$ cat src/rtl/uart_word_tx.sv
// UART transmitter that sends one 32-bit word as NBYTES back-to-back 8N1 frames,
// least significant byte first, with per-byte and per-word completion pulses.
module uart_word_tx #(
  parameter int CLKS_PER_BIT = 868,
  parameter int NBYTES       = 4
) (
  input  logic        clk,
  input  logic        reset,
  input  logic        i_valid,
  input  logic [31:0] i_word,
  output logic        o_ready,
  output logic        o_tx_serial,
  output logic        o_tx_active,
  output logic        o_byte_done,
  output logic        o_word_done
);

  localparam int BAUD_W = (CLKS_PER_BIT > 1) ? $clog2(CLKS_PER_BIT) : 1;
  localparam logic [BAUD_W-1:0] BAUD_LAST = BAUD_W'(CLKS_PER_BIT - 1);
  localparam logic [1:0] LAST_BYTE = 2'(NBYTES - 1);

  typedef enum logic [1:0] {
    IDLE,
    START,
    DATA,
    STOP
  } state_t;

  state_t             state;
  logic [BAUD_W-1:0]  baud_cnt;
  logic [2:0]         bit_idx;
  logic [1:0]         byte_idx;
  logic [31:0]        shift_reg;
  logic               tx_reg;
  logic               byte_done_reg;
  logic               word_done_reg;
  logic               baud_end;

  assign baud_end = (baud_cnt == BAUD_LAST);

  // The word is shifted right one bit per data bit, so after each byte the
  // next byte is already sitting in the low eight bits.
  always_ff @(posedge clk or negedge reset) begin
    if (!reset) begin
      state         <= IDLE;
      baud_cnt      <= '0;
      bit_idx       <= '0;
      byte_idx      <= '0;
      shift_reg     <= '0;
      tx_reg        <= 1'b1;
      byte_done_reg <= 1'b0;
      word_done_reg <= 1'b0;
    end else begin
      byte_done_reg <= 1'b0;
      word_done_reg <= 1'b0;
      case (state)
        IDLE: begin
          if (i_valid) begin
            state     <= START;
            shift_reg <= i_word;
            byte_idx  <= '0;
            bit_idx   <= '0;
            baud_cnt  <= '0;
            tx_reg    <= 1'b0;
          end
        end
        START: begin
          if (baud_end) begin
            baud_cnt <= '0;
            state    <= DATA;
            tx_reg   <= shift_reg[0];
          end else begin
            baud_cnt <= baud_cnt + BAUD_W'(1);
          end
        end
        DATA: begin
          if (baud_end) begin
            baud_cnt  <= '0;
            shift_reg <= shift_reg >> 1;
            if (bit_idx == 3'd7) begin
              bit_idx <= '0;
              state   <= STOP;
              tx_reg  <= 1'b1;
            end else begin
              bit_idx <= bit_idx + 3'd1;
              tx_reg  <= shift_reg[1];
            end
          end else begin
            baud_cnt <= baud_cnt + BAUD_W'(1);
          end
        end
        STOP: begin
          if (baud_end) begin
            baud_cnt      <= '0;
            byte_done_reg <= 1'b1;
            // Next byte starts with no idle gap; the line stays high otherwise.
            if (byte_idx == LAST_BYTE) begin
              state         <= IDLE;
              word_done_reg <= 1'b1;
            end else begin
              byte_idx <= byte_idx + 2'd1;
              state    <= START;
              tx_reg   <= 1'b0;
            end
          end else begin
            baud_cnt <= baud_cnt + BAUD_W'(1);
          end
        end
        default: begin
          state  <= IDLE;
          tx_reg <= 1'b1;
        end
      endcase
    end
  end

  assign o_ready     = (state == IDLE);
  assign o_tx_active = (state != IDLE);
  assign o_tx_serial = tx_reg;
  assign o_byte_done = byte_done_reg;
  assign o_word_done = word_done_reg;

endmodule

$ cat config.mk
export PLATFORM = sky130hd
export DESIGN_NAME = uart_word_tx
export DESIGN_NICKNAME = d
export VERILOG_FILES = /design/src/rtl/uart_word_tx.sv
export SDC_FILE = /design/constraint.sdc
export NUM_CORES = 1
export LEC_CHECK = 0
export BUFFER_PORTS_ARGS = -buffer_cell sky130_fd_sc_hd__clkbuf_2
export CAP_MARGIN = 20
export CORE_MARGIN = 2
export CORE_UTILIZATION = 55
export CTS_CLUSTER_SIZE = 30
export DETAILED_ROUTE_END_ITERATION = 7
export HOLD_SLACK_MARGIN = 0.12
export PLACE_DENSITY = 0.77
export SKIP_LAST_GASP = 1
export SYNTH_ARGS = -nofsm -noshare
export SYNTH_HDL_FRONTEND = slang
export SYNTH_SLANG_ARGS = --single-unit
export TNS_END_PERCENT = 5
$ cat constraint.sdc
create_clock -name clk -period 2.3 [get_ports clk]
set_input_delay 0 -clock clk [delete_from_list [all_inputs] [get_ports clk]]
set_output_delay 0 -clock clk [all_outputs]
set_load 0.01 [all_outputs]
Yosys cells after proc, flatten, opt, wreduce, memory -nomap -nowiden:

Index checks and enable logic that the tools add are counted.

* $add $sub $neg: 3
* eq/ne operators: 12
* mux-type cells: 33
* reductions and logical operators: 9

Operators by type and width (number)
* $mux 32: 2
* $pmux 32 s2: 1
* $mux 10: 2
* $pmux 10 s2: 1
* $mux 2: 8
* $mux 1: 12
* $ne 2x2->1 const B: 6
* $add 10x1->10 const B: 1
* $eq 10x10->1 const B: 1
* $reduce_and 5->1: 2
* $mux 3: 3
* $pmux 2 s4: 1
* $eq 2x2->1 const B: 3
* $pmux 3 s2: 1
* $reduce_bool 2->1: 3
* $pmux 1 s4: 1
* $pmux 2 s2: 1
* $reduce_and 4->1: 1
* $add 3x1->3 const B: 1
* $eq 3x3->1 const B: 1
* $reduce_and 3->1: 1
* $reduce_or 3->1: 1
* $add 2x1->2 const B: 1
* $eq 2x1->1 const B: 1
* $logic_not 2->1: 1

* bits in registers: 52
* bits of input ports: 35
* output and inout bits: 5
* word-level logic and storage cells: 65

Depth between registers and ports, before layout:

Gate-level depths: netlist (run 1).

* depth after elaboration: 4
* gate-level depth with buffers: 8
* mapped depth without buffers: 6

Worst setup path after synthesis (run 1):

No wires, ideal clock.

* path kind: register to register
* start point: register state[0]
* end point: register bit_idx[0]
* setup time: 125 ps
* arrival: 2037 ps
* required time: 2175 ps
* setup slack: 138 ps
* cell stages (with the launch flop): 9
* buffers on the path: 2
* period minus slack after synthesis: 2162 ps
* cell sequence: dfrtp_1 inv_1 ha_1 nand2b_1 clkbuf_1 o21ai_0 a21oi_4 buf_6 mux2_2

* word-level cells in the longest chain between the ends: 3
* elaborated cells on any way between the ends: 7
* those cells by class: eq/ne: 3; mux: 1; reduce/logical: 3

Ends and longest elaborated chain
* start, declared: line 29 `state_t state;`
* start signal, assigned: line 45 `state <= IDLE;`
* start signal, assigned: line 59 `state <= START;`
* start signal, assigned: line 70 `state <= DATA;`
* $logic_not 2->1 (*)
* net o_ready: line 11 `output logic o_ready,`
* $ne 2x2->1 (no line) or $reduce_bool 2->1 (tied branches)
* $reduce_and 3->1 (no line)
* end signal, assigned: line 85 `bit_idx <= bit_idx + 3'd1;`
* end, declared: line 31 `logic [2:0] bit_idx;`

The timed path passes the listed nets; every way through them passes the cells marked *.
A chain may end at the register's enable or synchronous reset.

Worst setup path in the final report (run 1):

* start point: register baud_cnt[2]
* end point: register shift_reg[12]

* word-level cells in the longest chain between the ends: 3

Ends and longest elaborated chain
* start, declared: line 30 `logic [BAUD_W-1:0] baud_cnt;`
* start signal, assigned: line 73 `baud_cnt <= baud_cnt + BAUD_W'(1);`
* start signal, assigned: line 89 `baud_cnt <= baud_cnt + BAUD_W'(1);`
* start signal, assigned: line 106 `baud_cnt <= baud_cnt + BAUD_W'(1);`
* $eq 10x10->1: line 39 `assign baud_end = (baud_cnt == BAUD_LAST);`
* $ne 2x2->1 (no line)
* $reduce_and 3->1 (no line)
* end signal, assigned: line 60 `shift_reg <= i_word;`
* end signal, assigned: line 79 `shift_reg <= shift_reg >> 1;`
* end, declared: line 33 `logic [31:0] shift_reg;`

No other way between the ends.

==> run summary, run 1 <==
type of the worst setup path: reg -> reg
global-route wire length before repair: 9170 um
Die X: 74.6 um
Tcrit/Tclk final: 0.956
Initial Util: 0.577
crit-path max cell delay: 0.46 ns
most frequent cell after synthesis: mux2_2
top cells by area, synth: dfrtp_1 47%, mux2_2 23%, ha_1 4.1%
largest net degree at the start of global routing: 35
Antenna Cells: 0
Post-synth ARST share: 1.00
max-slew violations: 0
CP Cell Sequence: or3_4 -> or3_4 -> a21oi_4 -> buf_12 -> mux2_2
via/cell ratio: 5.30
cell mode on critical path: or3_4
Top Ports: 40
maxcap violations: 0
worst vdd ir: 0.000704 V
largest family of logic cells by synthesized area: multiplexers
DRT antenna net count: 0
initial antenna violation count: 0
clock sinks: 52
full die area: 5570 um^2
CTS Root Cell: clkbuf_8
Post-Synth XOR/XNOR Area: 0.00639
drt drc: 0
syn avg cell area: 12.0 um^2
CP bufs+invs: 1
final-layout fill cell count: 335
crit path launch type: register
final worst path period need: 2.20 ns
average routed wire per standard cell: 14.7 um
nets: 351
RSZ-0062 raised after global routing: no
grt ovf: 0
H-tree depth: 2
Crit path max-delay family: simple AND/OR/NAND/NOR gates
Yosys top cell area share: 0.465
P_leak: 1.56 nW
outcome: complete, no violations
Yosys warnings: 0
multiplexer share of the synthesized area: 0.267
post-CTS sizing: 0
Simple-Gate Fraction of Synth Area: 0.0862
final WL: 5490 um
Area growth syn-to-layout: 27.8%
Rows: 25
clock slew at reported path FFs: 0.09 ns
Min-Delay Path Class: in -> async
gpl congestion: 0.904
TritonCTS Buffers: 5
Worst path slowest cell: or3_4
port bufs: 39
core region area: 4750 um^2
most common library cells after synthesis: 57 x mux2_2, 51 x dfrtp_1, 16 x nand2_1, 13 x o21ai_0, 9 x ha_1
vias in the first global route: 1960
max FFs per register: 32
Compound-Gate Fraction of Synth Area: 0.0885
all-layer global routing usage: 0.219
Worst Skew: 0.00811 ns
clk_lat worst skew: 0.30 ns
EDFF count, synth: 0
DP Wirelength: 3520 um
Worst Path Required: 2.49 ns
Power Total: 4.25 mW
Die Span Y: 74.6 um
CTS tree: done
routed vias: 1981
Fin. Hold Viols: 0
Slew headroom: 0.592
setup TNS: 0 ns
synth unique cells: 39
Pwr per Cell Area: 1210 nW/um^2
adder-cell share of the synthesized area: 0.0411
Yosys top cell by area: dfrtp_1
DRT Pass-1 Iters: 4
cell area after synthesis: 2740 um^2
share of post-route cells with drive strength above 1: 0.375
Crit path arrival time: 2.39 ns
synthesized net count: 272
#FFs+latches synth: 52
fmax: 455 MHz
sequential area share after synthesis: 0.475
Finish-stage setup viols: 0
Synth Flop Type: dfrtp_1
clock buffer depth: 2
Crit. End Element: register
Iteration-0 DRC Markers: 129
setup bufs post-CTS: 0
Max Fanout on Critical Path: 26
worst-margin pin slew: 0.606 ns
cell count after synthesis: 228
-- final timing paths --
| kind | start | endpoint | slack, ns | cells past startpoint |
|---|---|---|---|---|
| max in group asynchronous | reset | shift_reg[20]$_DFFE_PN0P_ | 1.34 | 3 |
| setup / recovery | baud_cnt[2]$_DFFE_PN0P_ | shift_reg[12]$_DFFE_PN0P_ | 0.10 | 5 |
| hold reg to reg | shift_reg[16]$_DFFE_PN0P_ | shift_reg[16]$_DFFE_PN0P_ | 0.50 | 1 |
| setup reg to reg | baud_cnt[2]$_DFFE_PN0P_ | shift_reg[12]$_DFFE_PN0P_ | 0.10 | 5 |
| hold / removal | reset | baud_cnt[6]$_DFFE_PN0P_ | 0.16 | 2 |
| min in group clk | shift_reg[16]$_DFFE_PN0P_ | shift_reg[16]$_DFFE_PN0P_ | 0.50 | 1 |
-- cells in the final DEF, fill, tap and decap left out, types with 3 or more instances in the layout --
cell            n
nand2_1        16
nand2b_1        3
inv_1           8
mux2_2         57
dlygate4sd3_1  35
a22o_1          3
a21oi_1         4
o21ai_0        13
buf_4           7
clkbuf_8        5
dfrtp_1        51
nor4_1          3
clkbuf_2       39
mux2_1          8
nand3_1         5
ha_1            9
nor2_1          6
-- metrics by stage --
| stage | util | setup WS (ns) | cells | area, um^2 | hold slack (ns) |
|---|---|---|---|---|---|
| final | 0.737 | 0.102 | 374 | 3500 | 0.163 |
| after global routing | 0.737 | 0.0334 | 374 | 3500 | 0.202 |
| after CTS | 0.737 | 0.120 | 374 | 3500 | 0.181 |
| after detailed placement | 0.636 | 0.145 | 332 | 3030 | -0.0233 |
| after global placement | 0.636 | 0.212 | 332 | 3030 | -0.0239 |
| after floorplan | - | 0.138 | 228 | 2740 | -0.296 |
-- layer usage --
metal,global-route usage,wire [um],part of all wire
met1,0.292,2420,0.44
met2,0.364,2870,0.52
met5,0,0,0
met4,0.0595,49,0.0089
met3,0.0509,160,0.029
-- cells by family after synthesis --
logic type,after synthesis
multiplexers,65
buffers and inverters,18
AND/OR/NAND/NOR,46
adder cells (fa/ha/maj),9
flip-flops,52
AO/OA/AOI/OAI,36
XOR/XNOR,2
-- what timing repair did --
action,in CTS,in global routing
endpoints found under the hold margin,51,0
setup endpoints to repair,0,2
hold buffers,35,0
-- worst reg2reg max path: cells and delay by family, from the launching register on --
kind | cells | cell delay, ns
multiplexers | 1 | 0.37
AO/OA/AOI/OAI | 1 | 0.21
AND/OR/NAND/NOR | 2 | 0.87
buffers and inverters | 1 | 0.21
flip-flops | 1 | 0.44
-- area by class of cell --
| class | count | area [um^2] | area share |
|---|---|---|---|
| Multi-Input combinational cell | 158 | 1340 | 0.383 |
| Sequential cell | 52 | 1300 | 0.372 |
| Timing Repair Buffer | 82 | 618 | 0.176 |
| Tap cell | 67 | 83.8 | 0.0239 |
| Clock buffer | 5 | 68.8 | 0.0196 |
| Clock inverter | 2 | 60.1 | 0.0171 |
| Inverter | 8 | 30.0 | 0.00857 |
-- report_power, final --
part           switching (mW)  internal, mW
sequential              0.246          1.32
combinational           0.870          1.10
clock                   0.287         0.428
total                    1.40          2.85
Power figures use the tool's default switching activity.
==> run 2: changes to the inputs <==
--- a/config.mk
+++ b/config.mk
@@ -5,6 +5,7 @@
 export SDC_FILE = /design/constraint.sdc
 export NUM_CORES = 1
 export LEC_CHECK = 0
+export ABC_AREA = 1
 export BUFFER_PORTS_ARGS = -buffer_cell sky130_fd_sc_hd__clkbuf_2
 export CAP_MARGIN = 20
 export CORE_MARGIN = 2
==> run summary, run 2 <==
outcome: complete, no violations
Die Span Y: 75.5 um (+1.2%)
Max Fanout on Critical Path: 35 (+35%)
Yosys warnings: 0 (unchanged)
post-CTS sizing: 0 (unchanged)
hold_buf cts: 33 (-5.7%)
TritonCTS Buffers: 5 (unchanged)
Top Ports: 40 (unchanged)
Area growth syn-to-layout: 24.6%
synthesized net count: 424 (+56%)
Yosys top cell area share: 0.453 (-0.0120)
crit path launch type: register
vias in the first global route: 2321 (+18%)
final-layout fill cell count: 429 (+28%)
NetSw: 1.83 mW (+31%)
Fin. Hold Viols: 0 (unchanged)
Net Sw Frac: 0.439 (+0.109)
#FFs+latches synth: 52 (unchanged)
GRT Max-Usage Layer: met2
DRT Pass-1 Iters: 4 (unchanged)
H-tree depth: 2 (unchanged)
setup bufs post-CTS: 0 (unchanged)
all-layer global routing usage: 0.228 (+0.00842)
met1 Use GR: 0.297 (+0.00485)
clock slew at reported path FFs: 0.09 ns (about the same)
Crit path max-delay family: simple AND/OR/NAND/NOR gates
Pwr per Cell Area: 1190 nW/um^2 (-1.9%)
DP Wirelength: 3700 um (+5.0%)
CP Cell Sequence: ha_1 -> nand2_1 -> nor2_1 -> nand3_2 -> a21oi_4 -> nand2_2 -> nand2_1 -> nand2_1
final worst path period need: 2.04 ns (-0.163 ns)
largest net degree at the start of global routing: 36 (+2.9%)
port bufs: 39 (unchanged)
average routed wire per standard cell: 11.5 um (-22%)
leading cell type in the layout, fill and taps excluded: nand2_1
DRT antenna net count: 0 (unchanged)
Pint: 2.34 mW (-18%)
CTS tree: done
Crit. End Element: register
setup TNS: 0 ns (unchanged)
P_leak: 1.92 nW (+23%)
cell mode on critical path: nand2_1
via/cell ratio: 4.92 (-7.1%)
Iteration-0 DRC Markers: 191 (+48%)
Slew headroom: 0.574 (-0.0187)
top cells by area, synth: dfrtp_1 45%, nand2_1 27%, nand3_1 8.0%
cell count after synthesis: 380 (+67%)
initial antenna violation count: 0 (unchanged)
grt ovf: 0 (unchanged)
max-slew violations: 0 (unchanged)
core region area: 5010 um^2 (+5.4%)
EDFF count, synth: 0 (unchanged)
Worst Skew: 0.00685 ns (-0.00125 ns)
Worst path slowest cell: dfrtp_1
Rows: 26 (+4.0%)
Initial Util: 0.562 (-0.0149)
max FFs per register: 32 (unchanged)
Final Util: 0.700 (-0.0371)
combinational power share: 0.481 (+0.018)
syn avg cell area: 7.41 um^2 (-38%)
gpl congestion: 0.834 (-7.7%)
nets: 496 (+41%)
global-route wire length before repair: 10000 um (+9.4%)
synth unique cells: 30 (-23%)
Min-Delay Path Class: in -> reg
cell area after synthesis: 2820 um^2 (+2.6%)
crit-path max cell delay: 0.46 ns (about the same)
most frequent cells in the layout: 204 x nand2_1, 51 x dfrtp_1, 45 x nand3_1
CP bufs+invs: 0 (-1)
RSZ-0062 raised after global routing: no
Worst Path Required: 2.50 ns (about the same)
met2 Use GR: 0.395 (+0.0314)
type of the worst setup path: reg -> reg
Cells after DPL: 482 (+45%)
Post-DP Area: 3060 um^2 (+0.99%)
final WL: 6000 um (+9.2%)
most frequent cell after synthesis: nand2_1
worst hold slack: 0.126 ns (-0.0378 ns)
CTS Root Cell: clkbuf_8
GR Util met3: 0.0450 (-0.00590)
Clock power frac: 0.158 (-0.010)
worst vdd ir: 0.000866 V (+23%)
Post-synth ARST share: 1.00 (unchanged)
Synth Flop Type: dfrtp_1
full die area: 5710 um^2 (+2.5%)
maxcap violations: 0 (unchanged)
Tcrit/Tclk final: 0.885 (-0.0709)
routed vias: 2573 (+30%)
Antenna Cells: 0 (unchanged)
Die X: 75.5 um (+1.2%)
drt drc: 0 (unchanged)
Crit path arrival time: 2.23 ns (-0.16 ns)
most common library cells after synthesis: 204 x nand2_1, 51 x dfrtp_1, 45 x nand3_1, 10 x inv_1, 9 x ha_1
Finish-stage setup viols: 0 (unchanged)
worst-margin pin slew: 0.637 ns (+0.0309 ns)
Reg power frac: 0.361 (-0.008)
clock sinks: 52 (unchanged)
clock buffer depth: 2 (unchanged)
share of post-route cells with drive strength above 1: 0.143 (-0.231)
fmax: 491 MHz (+8.0%)
Yosys top cell by area: dfrtp_1
Layout Cells excl Fill: 523 (+40%)
Design Area, Final: 3510 um^2 (about the same)
sequential area share after synthesis: 0.463 (-0.0122)
clk_lat worst skew: 0.31 ns (about the same)
==> run 2: cell count changes after synthesis, moves of 5 or more <==
cell     delta
nand3_1    +40
mux2_1      -8
nand2_1   +188
o21ai_0     -5
mux2_2     -57
==> run 2: power by group through the flow <==
stage / clock network, mW / registers (mW) / logic, mW
floorplan: 0 / 1.47 / 1.64
global route: 0.705 / 1.55 / 2.35
detailed placement: 0 / 1.51 / 1.98
CTS: 0.680 / 1.50 / 2.02
global placement: 0 / 1.51 / 1.93
finish: 0.660 / 1.51 / 2.01
==> run 2: final cells by class <==
cell class | instances | area, um^2 | area share
inverters | 12 | 45.0 | 0.0128
clock inverters | 2 | 38.8 | 0.0111
clock buffers | 6 | 82.6 | 0.0235
well taps | 70 | 87.6 | 0.0250
repair buffers | 82 | 601 | 0.171
flip-flops and latches | 52 | 1300 | 0.371
multi-input cells | 299 | 1350 | 0.385
==> run 2: final timing paths <==
kind,slack [ns],startpoint,to,depth (start not counted)
setup / recovery,0.26,baud_cnt[0]$_DFFE_PN0P_,shift_reg[3]$_DFFE_PN0P_,8
hold / removal,0.13,i_valid,baud_cnt[9]$_DFFE_PN0P_,5
setup reg to reg,0.26,baud_cnt[0]$_DFFE_PN0P_,shift_reg[3]$_DFFE_PN0P_,8
hold reg to reg,0.48,shift_reg[26]$_DFFE_PN0P_,shift_reg[26]$_DFFE_PN0P_,2
max in group asynchronous,1.48,reset,shift_reg[31]$_DFFE_PN0P_,3
min in group asynchronous,0.18,reset,baud_cnt[6]$_DFFE_PN0P_,2
==> run 2: kinds of logic after synthesis <==
| group | share of synthesized area |
|---|---|
| XOR/XNOR | 0.00934 |
| buffers and inverters | 0.0578 |
| AND/OR/NAND/NOR | 0.389 |
| adder cells (fa/ha/maj) | 0.0400 |
| flip-flops | 0.463 |
| AO/OA/AOI/OAI | 0.0413 |
==> run 2: worst register-to-register path: stages (launching register included) <==
cell and delay [ns]:
dfrtp_1 0.46, ha_1 0.26, nand2_1 0.08, nor2_1 0.11, nand3_2 0.17, a21oi_4 0.20
nand2_2 0.39, nand2_1 0.20, nand2_1 0.07
==> run 2: per-stage QoR <==
stage	setup slack (ns)	power (mW)
6_report	0.265	4.17
5_1_grt	0.0332	4.60
4_1_cts	0.280	4.20
3_5_place_dp	0.288	3.49
3_3_place_gp	0.332	3.44
2_1_floorplan	0.534	3.12
==> run 2: per-layer routing <==
metal	part of all wire	wire length, um
met4	0.011	68
met1	0.46	2780
met5	0	0
met2	0.49	2930
met3	0.035	211
